## config.mk

```make
export PLATFORM = sky130hd
export DESIGN_NAME = fft_capture_flat
export DESIGN_NICKNAME = d
export VERILOG_FILES = /design/src/rtl/fft_capture_if.sv /design/src/rtl/fft_capture.sv /design/src/flat_wrapper.sv
export SDC_FILE = /design/constraint.sdc
export NUM_CORES = 1
export LEC_CHECK = 0
export CAP_MARGIN = 25
export CORE_MARGIN = 2
export CORE_UTILIZATION = 50
export DETAILED_ROUTE_END_ITERATION = 16
export HOLD_SLACK_MARGIN = 0.03
export PLACE_DENSITY_LB_ADDON = 0.05
export SLEW_MARGIN = 20
export SYNTH_ARGS = -nofsm -noshare
export SYNTH_HDL_FRONTEND = slang
export SYNTH_SLANG_ARGS = --single-unit
```

## constraint.sdc

```tcl
create_clock -name clk -period 5.2 [get_ports clk]
set_input_delay 1.04 -clock clk [delete_from_list [all_inputs] [get_ports clk]]
set_output_delay 1.04 -clock clk [all_outputs]
set_load 0.03 [all_outputs]
```

## src/rtl/fft_capture_if.sv

```systemverilog
// FFT capture bus: bin stream in, shared RAM write port out, peak report and
// hold/release handshake with the weightblock consumer.
interface fft_capture_if;
  logic        fft_valid;
  logic        fft_sop;
  logic        fft_eop;
  logic [27:0] fft1;
  logic [27:0] fft2;
  logic [27:0] fft3;
  logic [27:0] fft4;
  logic        wbdone;
  logic        wren;
  logic [9:0]  wraddress;
  logic [27:0] data1;
  logic [27:0] data2;
  logic [27:0] data3;
  logic [27:0] data4;
  logic        detectdone;
  logic [9:0]  maxbin;
  logic [14:0] maxmag;
  logic        frame_err;
  logic [7:0]  dropped;

  modport slave (
    input  fft_valid, fft_sop, fft_eop, fft1, fft2, fft3, fft4, wbdone,
    output wren, wraddress, data1, data2, data3, data4,
           detectdone, maxbin, maxmag, frame_err, dropped
  );

  modport master (
    output fft_valid, fft_sop, fft_eop, fft1, fft2, fft3, fft4, wbdone,
    input  wren, wraddress, data1, data2, data3, data4,
           detectdone, maxbin, maxmag, frame_err, dropped
  );
endinterface

```

## src/rtl/fft_capture.sv

```systemverilog
// Captures one FFT frame per mic into shared RAMs, tracks the |re|+|im| peak of
// mic 1 over a bin window, reports it, then holds until the consumer is done.
module fft_capture #(
  parameter int NBINS  = 1024,
  parameter int BIN_LO = 1,
  parameter int BIN_HI = 511
) (
  input logic          clk,
  input logic          reset,
  fft_capture_if.slave bus
);
  localparam logic [9:0] LAST = 10'(NBINS - 1);
  localparam logic [9:0] LO   = 10'(BIN_LO);
  localparam logic [9:0] HI   = 10'(BIN_HI);

  typedef enum logic [1:0] {
    IDLE    = 2'd0,
    CAPTURE = 2'd1,
    REPORT  = 2'd2,
    HOLD    = 2'd3
  } state_t;

  // Widened so that |-8192| is representable without saturation.
  function automatic logic [14:0] abs14(input logic [13:0] v);
    logic [13:0] neg;
    neg = ~v + 14'd1;
    return v[13] ? {1'b0, neg} : {1'b0, v};
  endfunction

  state_t      state_q, state_d;
  logic [9:0]  idx_q, idx_d;
  logic [9:0]  run_bin_q, run_bin_d;
  logic [14:0] run_max_q, run_max_d;
  logic        wren_q, wren_d;
  logic [9:0]  wraddress_q, wraddress_d;
  logic [27:0] data1_q, data1_d, data2_q, data2_d;
  logic [27:0] data3_q, data3_d, data4_q, data4_d;
  logic        detectdone_q, detectdone_d;
  logic [9:0]  maxbin_q, maxbin_d;
  logic [14:0] maxmag_q, maxmag_d;
  logic        frame_err_q, frame_err_d;
  logic [7:0]  dropped_q, dropped_d;

  logic        accept;
  logic        start;
  logic        is_sop;
  logic        in_range;
  logic        single_bin_eop;
  logic [9:0]  wr_bin;
  logic [9:0]  base_bin;
  logic [14:0] base_max;
  logic [14:0] mag;

  assign mag            = abs14(bus.fft1[27:14]) + abs14(bus.fft1[13:0]);
  assign is_sop         = bus.fft_valid & bus.fft_sop;
  assign single_bin_eop = bus.fft_eop & (LAST == 10'd0);

  // Next-state, write-port, peak-tracking and report logic.
  always_comb begin
    state_d      = state_q;
    idx_d        = idx_q;
    run_bin_d    = run_bin_q;
    run_max_d    = run_max_q;
    wren_d       = 1'b0;
    wraddress_d  = wraddress_q;
    data1_d      = data1_q;
    data2_d      = data2_q;
    data3_d      = data3_q;
    data4_d      = data4_q;
    detectdone_d = 1'b0;
    maxbin_d     = maxbin_q;
    maxmag_d     = maxmag_q;
    frame_err_d  = 1'b0;
    dropped_d    = dropped_q;
    accept       = 1'b0;
    start        = 1'b0;
    wr_bin       = 10'd0;

    case (state_q)
      IDLE: begin
        if (is_sop) begin
          accept  = 1'b1;
          start   = 1'b1;
          state_d = single_bin_eop ? REPORT : CAPTURE;
        end else begin
          state_d = IDLE;
        end
      end
      CAPTURE: begin
        if (is_sop) begin
          frame_err_d = 1'b1;
          accept      = 1'b1;
          start       = 1'b1;
          state_d     = single_bin_eop ? REPORT : CAPTURE;
        end else if (bus.fft_valid && (idx_q == LAST)) begin
          // Frame overran its last bin without eop: drop the extra sample.
          frame_err_d = 1'b1;
          state_d     = IDLE;
        end else if (bus.fft_valid) begin
          accept = 1'b1;
          wr_bin = idx_q + 10'd1;
          if (bus.fft_eop && (wr_bin == LAST)) begin
            state_d = REPORT;
          end else if (bus.fft_eop) begin
            frame_err_d = 1'b1;
            state_d     = IDLE;
          end else begin
            state_d = CAPTURE;
          end
        end else begin
          state_d = CAPTURE;
        end
      end
      REPORT: begin
        detectdone_d = 1'b1;
        maxbin_d     = run_bin_q;
        maxmag_d     = run_max_q;
        state_d      = HOLD;
      end
      HOLD: begin
        if (is_sop && (dropped_q != 8'hFF)) begin
          dropped_d = dropped_q + 8'd1;
        end else begin
          dropped_d = dropped_q;
        end
        state_d = bus.wbdone ? IDLE : HOLD;
      end
      default: begin
        state_d = IDLE;
      end
    endcase

    base_max = start ? 15'd0 : run_max_q;
    base_bin = start ? LO : run_bin_q;
    in_range = (wr_bin >= LO) && (wr_bin <= HI);

    if (accept) begin
      wren_d      = 1'b1;
      wraddress_d = wr_bin;
      data1_d     = bus.fft1;
      data2_d     = bus.fft2;
      data3_d     = bus.fft3;
      data4_d     = bus.fft4;
      idx_d       = wr_bin;
      if (in_range && (mag > base_max)) begin
        run_max_d = mag;
        run_bin_d = wr_bin;
      end else begin
        run_max_d = base_max;
        run_bin_d = base_bin;
      end
    end else begin
      idx_d = idx_q;
    end
  end

  // State and output registers, cleared asynchronously by reset.
  always_ff @(posedge clk or negedge reset) begin
    if (!reset) begin
      state_q      <= IDLE;
      idx_q        <= 10'd0;
      run_bin_q    <= 10'd0;
      run_max_q    <= 15'd0;
      wren_q       <= 1'b0;
      wraddress_q  <= 10'd0;
      data1_q      <= 28'd0;
      data2_q      <= 28'd0;
      data3_q      <= 28'd0;
      data4_q      <= 28'd0;
      detectdone_q <= 1'b0;
      maxbin_q     <= 10'd0;
      maxmag_q     <= 15'd0;
      frame_err_q  <= 1'b0;
      dropped_q    <= 8'd0;
    end else begin
      state_q      <= state_d;
      idx_q        <= idx_d;
      run_bin_q    <= run_bin_d;
      run_max_q    <= run_max_d;
      wren_q       <= wren_d;
      wraddress_q  <= wraddress_d;
      data1_q      <= data1_d;
      data2_q      <= data2_d;
      data3_q      <= data3_d;
      data4_q      <= data4_d;
      detectdone_q <= detectdone_d;
      maxbin_q     <= maxbin_d;
      maxmag_q     <= maxmag_d;
      frame_err_q  <= frame_err_d;
      dropped_q    <= dropped_d;
    end
  end

  assign bus.wren       = wren_q;
  assign bus.wraddress  = wraddress_q;
  assign bus.data1      = data1_q;
  assign bus.data2      = data2_q;
  assign bus.data3      = data3_q;
  assign bus.data4      = data4_q;
  assign bus.detectdone = detectdone_q;
  assign bus.maxbin     = maxbin_q;
  assign bus.maxmag     = maxmag_q;
  assign bus.frame_err  = frame_err_q;
  assign bus.dropped    = dropped_q;
endmodule

```

## src/flat_wrapper.sv

```systemverilog
// flat-port wrapper written by rule: the top's interface ports become plain ports
module fft_capture_flat 
#(
  parameter int NBINS  = 1024,
  parameter int BIN_LO = 1,
  parameter int BIN_HI = 511
)
  (clk, reset, bus_fft_valid, bus_fft_sop, bus_fft_eop, bus_fft1, bus_fft2, bus_fft3, bus_fft4, bus_wbdone, bus_wren, bus_wraddress, bus_data1, bus_data2, bus_data3, bus_data4, bus_detectdone, bus_maxbin, bus_maxmag, bus_frame_err, bus_dropped);
  fft_capture_if bus_i ();
  input logic clk;
  input logic reset;
  input wire logic [$bits(bus_i.fft_valid)-1:0] bus_fft_valid;
  input wire logic [$bits(bus_i.fft_sop)-1:0] bus_fft_sop;
  input wire logic [$bits(bus_i.fft_eop)-1:0] bus_fft_eop;
  input wire logic [$bits(bus_i.fft1)-1:0] bus_fft1;
  input wire logic [$bits(bus_i.fft2)-1:0] bus_fft2;
  input wire logic [$bits(bus_i.fft3)-1:0] bus_fft3;
  input wire logic [$bits(bus_i.fft4)-1:0] bus_fft4;
  input wire logic [$bits(bus_i.wbdone)-1:0] bus_wbdone;
  output wire logic [$bits(bus_i.wren)-1:0] bus_wren;
  output wire logic [$bits(bus_i.wraddress)-1:0] bus_wraddress;
  output wire logic [$bits(bus_i.data1)-1:0] bus_data1;
  output wire logic [$bits(bus_i.data2)-1:0] bus_data2;
  output wire logic [$bits(bus_i.data3)-1:0] bus_data3;
  output wire logic [$bits(bus_i.data4)-1:0] bus_data4;
  output wire logic [$bits(bus_i.detectdone)-1:0] bus_detectdone;
  output wire logic [$bits(bus_i.maxbin)-1:0] bus_maxbin;
  output wire logic [$bits(bus_i.maxmag)-1:0] bus_maxmag;
  output wire logic [$bits(bus_i.frame_err)-1:0] bus_frame_err;
  output wire logic [$bits(bus_i.dropped)-1:0] bus_dropped;
  assign bus_i.fft_valid = bus_fft_valid;
  assign bus_i.fft_sop = bus_fft_sop;
  assign bus_i.fft_eop = bus_fft_eop;
  assign bus_i.fft1 = bus_fft1;
  assign bus_i.fft2 = bus_fft2;
  assign bus_i.fft3 = bus_fft3;
  assign bus_i.fft4 = bus_fft4;
  assign bus_i.wbdone = bus_wbdone;
  assign bus_wren = bus_i.wren;
  assign bus_wraddress = bus_i.wraddress;
  assign bus_data1 = bus_i.data1;
  assign bus_data2 = bus_i.data2;
  assign bus_data3 = bus_i.data3;
  assign bus_data4 = bus_i.data4;
  assign bus_detectdone = bus_i.detectdone;
  assign bus_maxbin = bus_i.maxbin;
  assign bus_maxmag = bus_i.maxmag;
  assign bus_frame_err = bus_i.frame_err;
  assign bus_dropped = bus_i.dropped;
  fft_capture #(.NBINS(NBINS), .BIN_LO(BIN_LO), .BIN_HI(BIN_HI)) u_core (.clk(clk), .reset(reset), .bus(bus_i));
endmodule
```

== After elaboration in Yosys (flattened, before gate mapping) ==
Index checks and enable logic that the tools add are counted.

* Flip-flop bits (word level): 185
* Input port bits: 118
* Logic and storage cells: 73

* Add/sub/neg operators: 5
* Magnitude comparators: 3
* Equal/unequal tests: 6
* Multiplexer cells: 32
* Bitwise operators: 3
* Reductions and logical operators: 10

{| class="wikitable"
|+ Operators by type and width
! kind !! count
|-
| $mux 10 || 6
|-
| $mux 15 || 2
|-
| $add 14x1->14 const B || 2
|-
| $mux 14 || 2
|-
| $not 14->14 || 2
|-
| $eq 10x10->1 const B || 2
|-
| $add 15x15->15 || 1
|-
| $gt 15x15->1 || 1
|-
| $mux 1 || 15
|-
| $add 10x1->10 const B || 1
|-
| $ge 10x1->1 const B || 1
|-
| $le 10x9->1 const B || 1
|-
| $mux 2 || 5
|-
| $add 8x1->8 const B || 1
|-
| $ne 8x8->1 const B || 1
|-
| $pmux 2 s4 || 1
|-
| $logic_and 1x1->1 || 5
|-
| $eq 2x2->1 const B || 2
|-
| $reduce_and 2->1 || 2
|-
| $eq 2x1->1 const B || 1
|-
| $logic_not 2->1 || 1
|-
| $pmux 1 s2 || 1
|-
| $reduce_bool 2->1 || 1
|-
| $reduce_or 2->1 || 1
|-
| $and 1x1->1 || 1
|}

== Longest topological paths before layout ==
* Depth after elaboration: 10
* Depth in mapped cells: 22

== Worst setup path before layout ==
OpenSTA, ideal clock, no wires.

* Path type: input-to-reg
* Start: input port bus_fft1[3]
* End: register u_core.run_max_q[11]
* Setup time: 0.125 ns
* Data arrival time: 4.892 ns
* Data required time: 5.075 ns
* Slack: 0.183 ns
* Stages: 19
* Path buffers: 1
* Cells stage by stage: nor2_1 nand4b_1 or3_1 or3_1 o31ai_1 xnor2_1 ha_1 nand3_1 or2_2 o221ai_1 xor2_1 ha_1 a21oi_1 nor2b_1 o21ai_0 nand3_1 o211ai_4 buf_12 mux2_4

* Word-level cells in the longest chain between the ends: 7

{| class="wikitable"
|+ RTL lines
! what !! line !! RTL
|-
| start: declaration || flat_wrapper.sv:15 || <nowiki>input wire logic [$bits(bus_i.fft1)-1:0] bus_fft1;</nowiki>
|-
| $not 14->14 || fft_capture.sv:26 || <nowiki>neg = ~v + 14'd1;</nowiki>
|-
| $add 14x1->14 || fft_capture.sv:26 ||
|-
| $mux 14 * || fft_capture.sv:27 || <nowiki>return v[13] ? {1'b0, neg} : {1'b0, v};</nowiki>
|-
| $add 15x15->15 * || fft_capture.sv:54 || <nowiki>assign mag = abs14(bus.fft1[27:14]) + abs14(bus.fft1[13:0]);</nowiki>
|-
| $gt 15x15->1 || fft_capture.sv:145 || <nowiki>if (in_range && (mag > base_max)) begin</nowiki>
|-
| $logic_and 1x1->1 || fft_capture.sv:145 ||
|-
| $mux 15 * || fft_capture.sv:145 ||
|-
| end signal: assignment || fft_capture.sv:179 || <nowiki>run_max_q <= run_max_d;</nowiki>
|-
| end: declaration || fft_capture.sv:33 || <nowiki>logic [14:0] run_max_q, run_max_d;</nowiki>
|}

Mark *: on every way between the ends. The rest lies on a longest branch, timed or not.
A chain may end at the register's enable or synchronous reset.

== Final worst setup path ==
* Start: input port bus_fft1[5]
* End: register u_core.run_max_q[12]

Same word-level chain as after synthesis.

==> results.md <==
- Status: completed
- Drt drc: 0
- Hold buffers post-CTS: 0
- Kind of start point of the critical path: input port
- Critical path class: input port to register
- Async S/R FF share, synth: 1.00
- Die width: 139 um
- # rows: 49
- Routed wire length per instance: 16.7 um
- Synth Warn #: 0
- MaxCap Viol Count: 0
- Final Core Density: 0.747
- Finished Cell Area: 13400 um^2
- Synth Net Count: 1127
- Leak: 6.62 nW
- Part of the Yosys area used for sequential elements: 0.508
- Pwr dens: 348 nW/um^2
- Setup-failing EPs final: 0
- Library cells used by synthesis: 60
- Pre-Repair DR Iteration Count: 5
- Share of cells above drive strength 1: 0.146
- Critical path startpoint: bus_fft1[5]
- Root Buffer: clkbuf_16
- Final worst slack: 110 ps
- R2R depth: 8
- Die Ht: 139 um
- Fin cells: 1552
- Final Slew Violations: 0
- Syn avg cell area: 9.36 um^2
- Input/output buffers: 275
- I/O pin count: 276
- Synth Flop Type: dfrtp_1
- Post-synth EDFFs: 0
- First-pass GRT wire length: 41.1 mm
- Crit path time final: 5090 ps
- Worst-Margin Slew: 959 ps
- Area after DPL: 12600 um^2
- Synthesized cell area: 9110 um^2
- Clk_skew: 11.5 ps
- Total Nets Final: 1462
- DR vias/cell: 5.07
- Hpwl dp: 18.9 mm
- Maximum clock insertion buffer count: 2
- CP Max Fanout: 7
- Antenna Nets Post-Route: 0
- Peak VDD IR: 0.239 mV
- Filler cells: 1350
- GRT Overall Usage: 0.266
- F_max: 196 MHz
- Total CTS buffers: 17
- TritonCTS clock tree: built
- Reg2reg end: u_core.bus.data3[24]
- GRT overflow: 0
- Initial antenna violation count: 1
- Setup WS pre-CTS: -471 ps
- Dpl cells: 1517
- Final Wtd Congestion: 0.841
- Worst Setup EP: u_core.run_max_q[12]
- DR iter-0 viols: 483
- Cell count after synthesis: 974
- Starting density of the core: 0.509
- Endpoint class of the critical path: register
- WP data required: 5510 ps
- Area of the die: 19300 um^2
- Worst-path clk slew: 70 ps
- Clock sink total: 185
- Via count: 7861
- Power, Total: 0.00466 W
- Final Hold Fails: 0
- H-tree Lvls: 4
- WL final: 25.9 mm
- Critical Path AT: 5400 ps
- Core area: 17900 um^2
- Worst slew margin: 0.361
- Reg2Reg Launch Point: u_core.bus.wraddress[0]
- Clk Latency, worst-skew pair: 430 ps
- Crit share post-route: 0.979
- Largest net degree at the start of global routing: 118
- R2R Setup Slk: 1640 ps
- Vias in the first global route: 7845
- Synth-to-layout area growth: 46.7%
- Flops & latches, synth: 185
- Hold/Removal Path Class: register to register
-- where the power goes --
group	internal [W]	total, W	leakage (nW)	switching, W
sequential	0.00161	0.00172	2.37	0.000104
clock	0.000715	0.00131	0.294	0.000595
combinational	0.000737	0.00163	3.96	0.000891
-- Yosys cell counts (3+ instances only) --
cell type / count / share of area
o41ai_1: 3 / 0.0029
dfrtp_1: 185 / 0.51
o21a_1: 3 / 0.0025
o31a_1: 3 / 0.0029
or2_2: 3 / 0.0021
nand2b_1: 8 / 0.0055
nor4_1: 3 / 0.0021
a221oi_1: 3 / 0.0029
buf_4: 7 / 0.0058
buf_2: 19 / 0.010
or3_1: 6 / 0.0041
nand4_1: 13 / 0.0089
o31ai_1: 6 / 0.0049
and2_1: 13 / 0.0089
clkbuf_1: 8 / 0.0033
nand3_1: 11 / 0.0060
xor2_1: 11 / 0.011
nor2b_1: 6 / 0.0041
nor2_1: 18 / 0.0074
a21oi_1: 17 / 0.0093
and3_1: 5 / 0.0034
mux2i_1: 15 / 0.016
mux2_2: 30 / 0.037
mux2_4: 6 / 0.0099
nand2_1: 396 / 0.16
inv_1: 26 / 0.011
o21ai_0: 27 / 0.015
nor3_1: 7 / 0.0038
xnor2_1: 35 / 0.034
ha_1: 34 / 0.047
nand3b_1: 4 / 0.0033
a21o_1: 5 / 0.0041
buf_6: 4 / 0.0049
-- worst min path at each step --
stage / startpoint / endpoint / slack [ps] / depth (start not counted)
6_report: u_core.bus.data1[17] / u_core.bus.data1[17] / 460 / 2
3_3_place_gp: u_core.bus.data1[8] / u_core.bus.data1[8] / 450 / 2
2_1_floorplan: u_core.run_max_q[14] / u_core.bus.maxmag[14] / 470 / 1
4_1_cts: u_core.bus.data1[17] / u_core.bus.data1[17] / 470 / 2
5_1_grt: u_core.bus.data2[3] / u_core.bus.data2[3] / 490 / 2
3_5_place_dp: u_core.bus.data3[22] / u_core.bus.data3[22] / 450 / 2
-- cells in the final DEF (no fill, tap or decap), types with 10 or more instances in the layout --
cell type        netlist  routed
a21oi_1               17      15
and2_1                13      13
buf_4                  7      77
clkbuf_16              0      18
clkdlybuf4s50_1        0     263
dfrtp_1              185     185
dlymetal6s2s_1         0      11
ha_1                  34      32
inv_1                 26      23
mux2_2                30      30
mux2i_1               15      15
nand2_1              396     395
nand3_1               11      10
nand4_1               13      13
nor2_1                18      16
o21ai_0               27      22
xnor2_1               35      35
xor2_1                11      11
-- repair_timing --
action	in CTS	in global routing
gates cloned	0	1
pin swaps	1	22
endpoints found under the setup margin	9	25
resized for setup	1	45
buffers inserted	1	0
-- per-stage QoR --
stage / TNS, ps / hold slack, ps
final: 0 / 464
after global routing: -913 / 492
after CTS: 0 / 469
after detailed placement: -10950 / 455
after global placement: -8790 / 448
after floorplan: 0 / 472
-- metal layers --
| metal | global-route usage | share of wire |
|---|---|---|
| met1 | 0.335 | 0.41 |
| met4 | 0.0989 | 0.025 |
| met3 | 0.0970 | 0.087 |
| met5 | 0 | 0 |
| met2 | 0.425 | 0.47 |
-- flip-flops by register name, summed over array words and instances (netlist names) --
| name | flops |
|---|---|
| u_core.bus.data1 | 28 |
| u_core.bus.wren | 1 |
| u_core.bus.maxbin | 10 |
| u_core.bus.detectdone | 1 |
| u_core.run_max_q | 15 |
| u_core.bus.wraddress | 10 |
| u_core.bus.maxmag | 15 |
| u_core.bus.frame_err | 1 |
| u_core.bus.data2 | 28 |
| u_core.bus.dropped | 8 |
| u_core.state_q | 2 |
| u_core.bus.data4 | 28 |
| u_core.bus.data3 | 28 |
| u_core.run_bin_q | 10 |
-- layout make-up --
| class | instances | area (um^2) | area share |
|---|---|---|---|
| inverters | 27 | 103 | 0.00767 |
| repair buffers | 357 | 3470 | 0.259 |
| multi-input cells | 721 | 4280 | 0.320 |
| flip-flops and latches | 185 | 4630 | 0.346 |
| diodes | 1 | 2.50 | 0.000187 |
| clock inverters | 12 | 134 | 0.0100 |
| well taps | 229 | 287 | 0.0214 |
| clock buffers | 20 | 467 | 0.0349 |
-- critical path: stages --
cell	delay [ps]
clkdlybuf4s50_1	500
or3_4	430
or3_4	340
buf_4	140
nand2_1	70
xnor2_1	70
ha_1	370
nand3_2	100
or2_2	290
o221ai_2	170
xor2_1	300
ha_1	340
a21oi_2	140
nor2b_1	50
o21ai_0	140
nand3_1	140
o211ai_4	280
clkbuf_16	210
mux2_4	300
-- logic make-up after synthesis --
group	count (synthesis)	synth area share
flops	185	0.508
simple gates	505	0.236
buf+inv	68	0.0387
fa+ha+maj	35	0.0489
mux	51	0.0634
compound gates	84	0.0608
xor+xnor	46	0.0442
No activity file was read; power rests on OpenSTA's default activity.
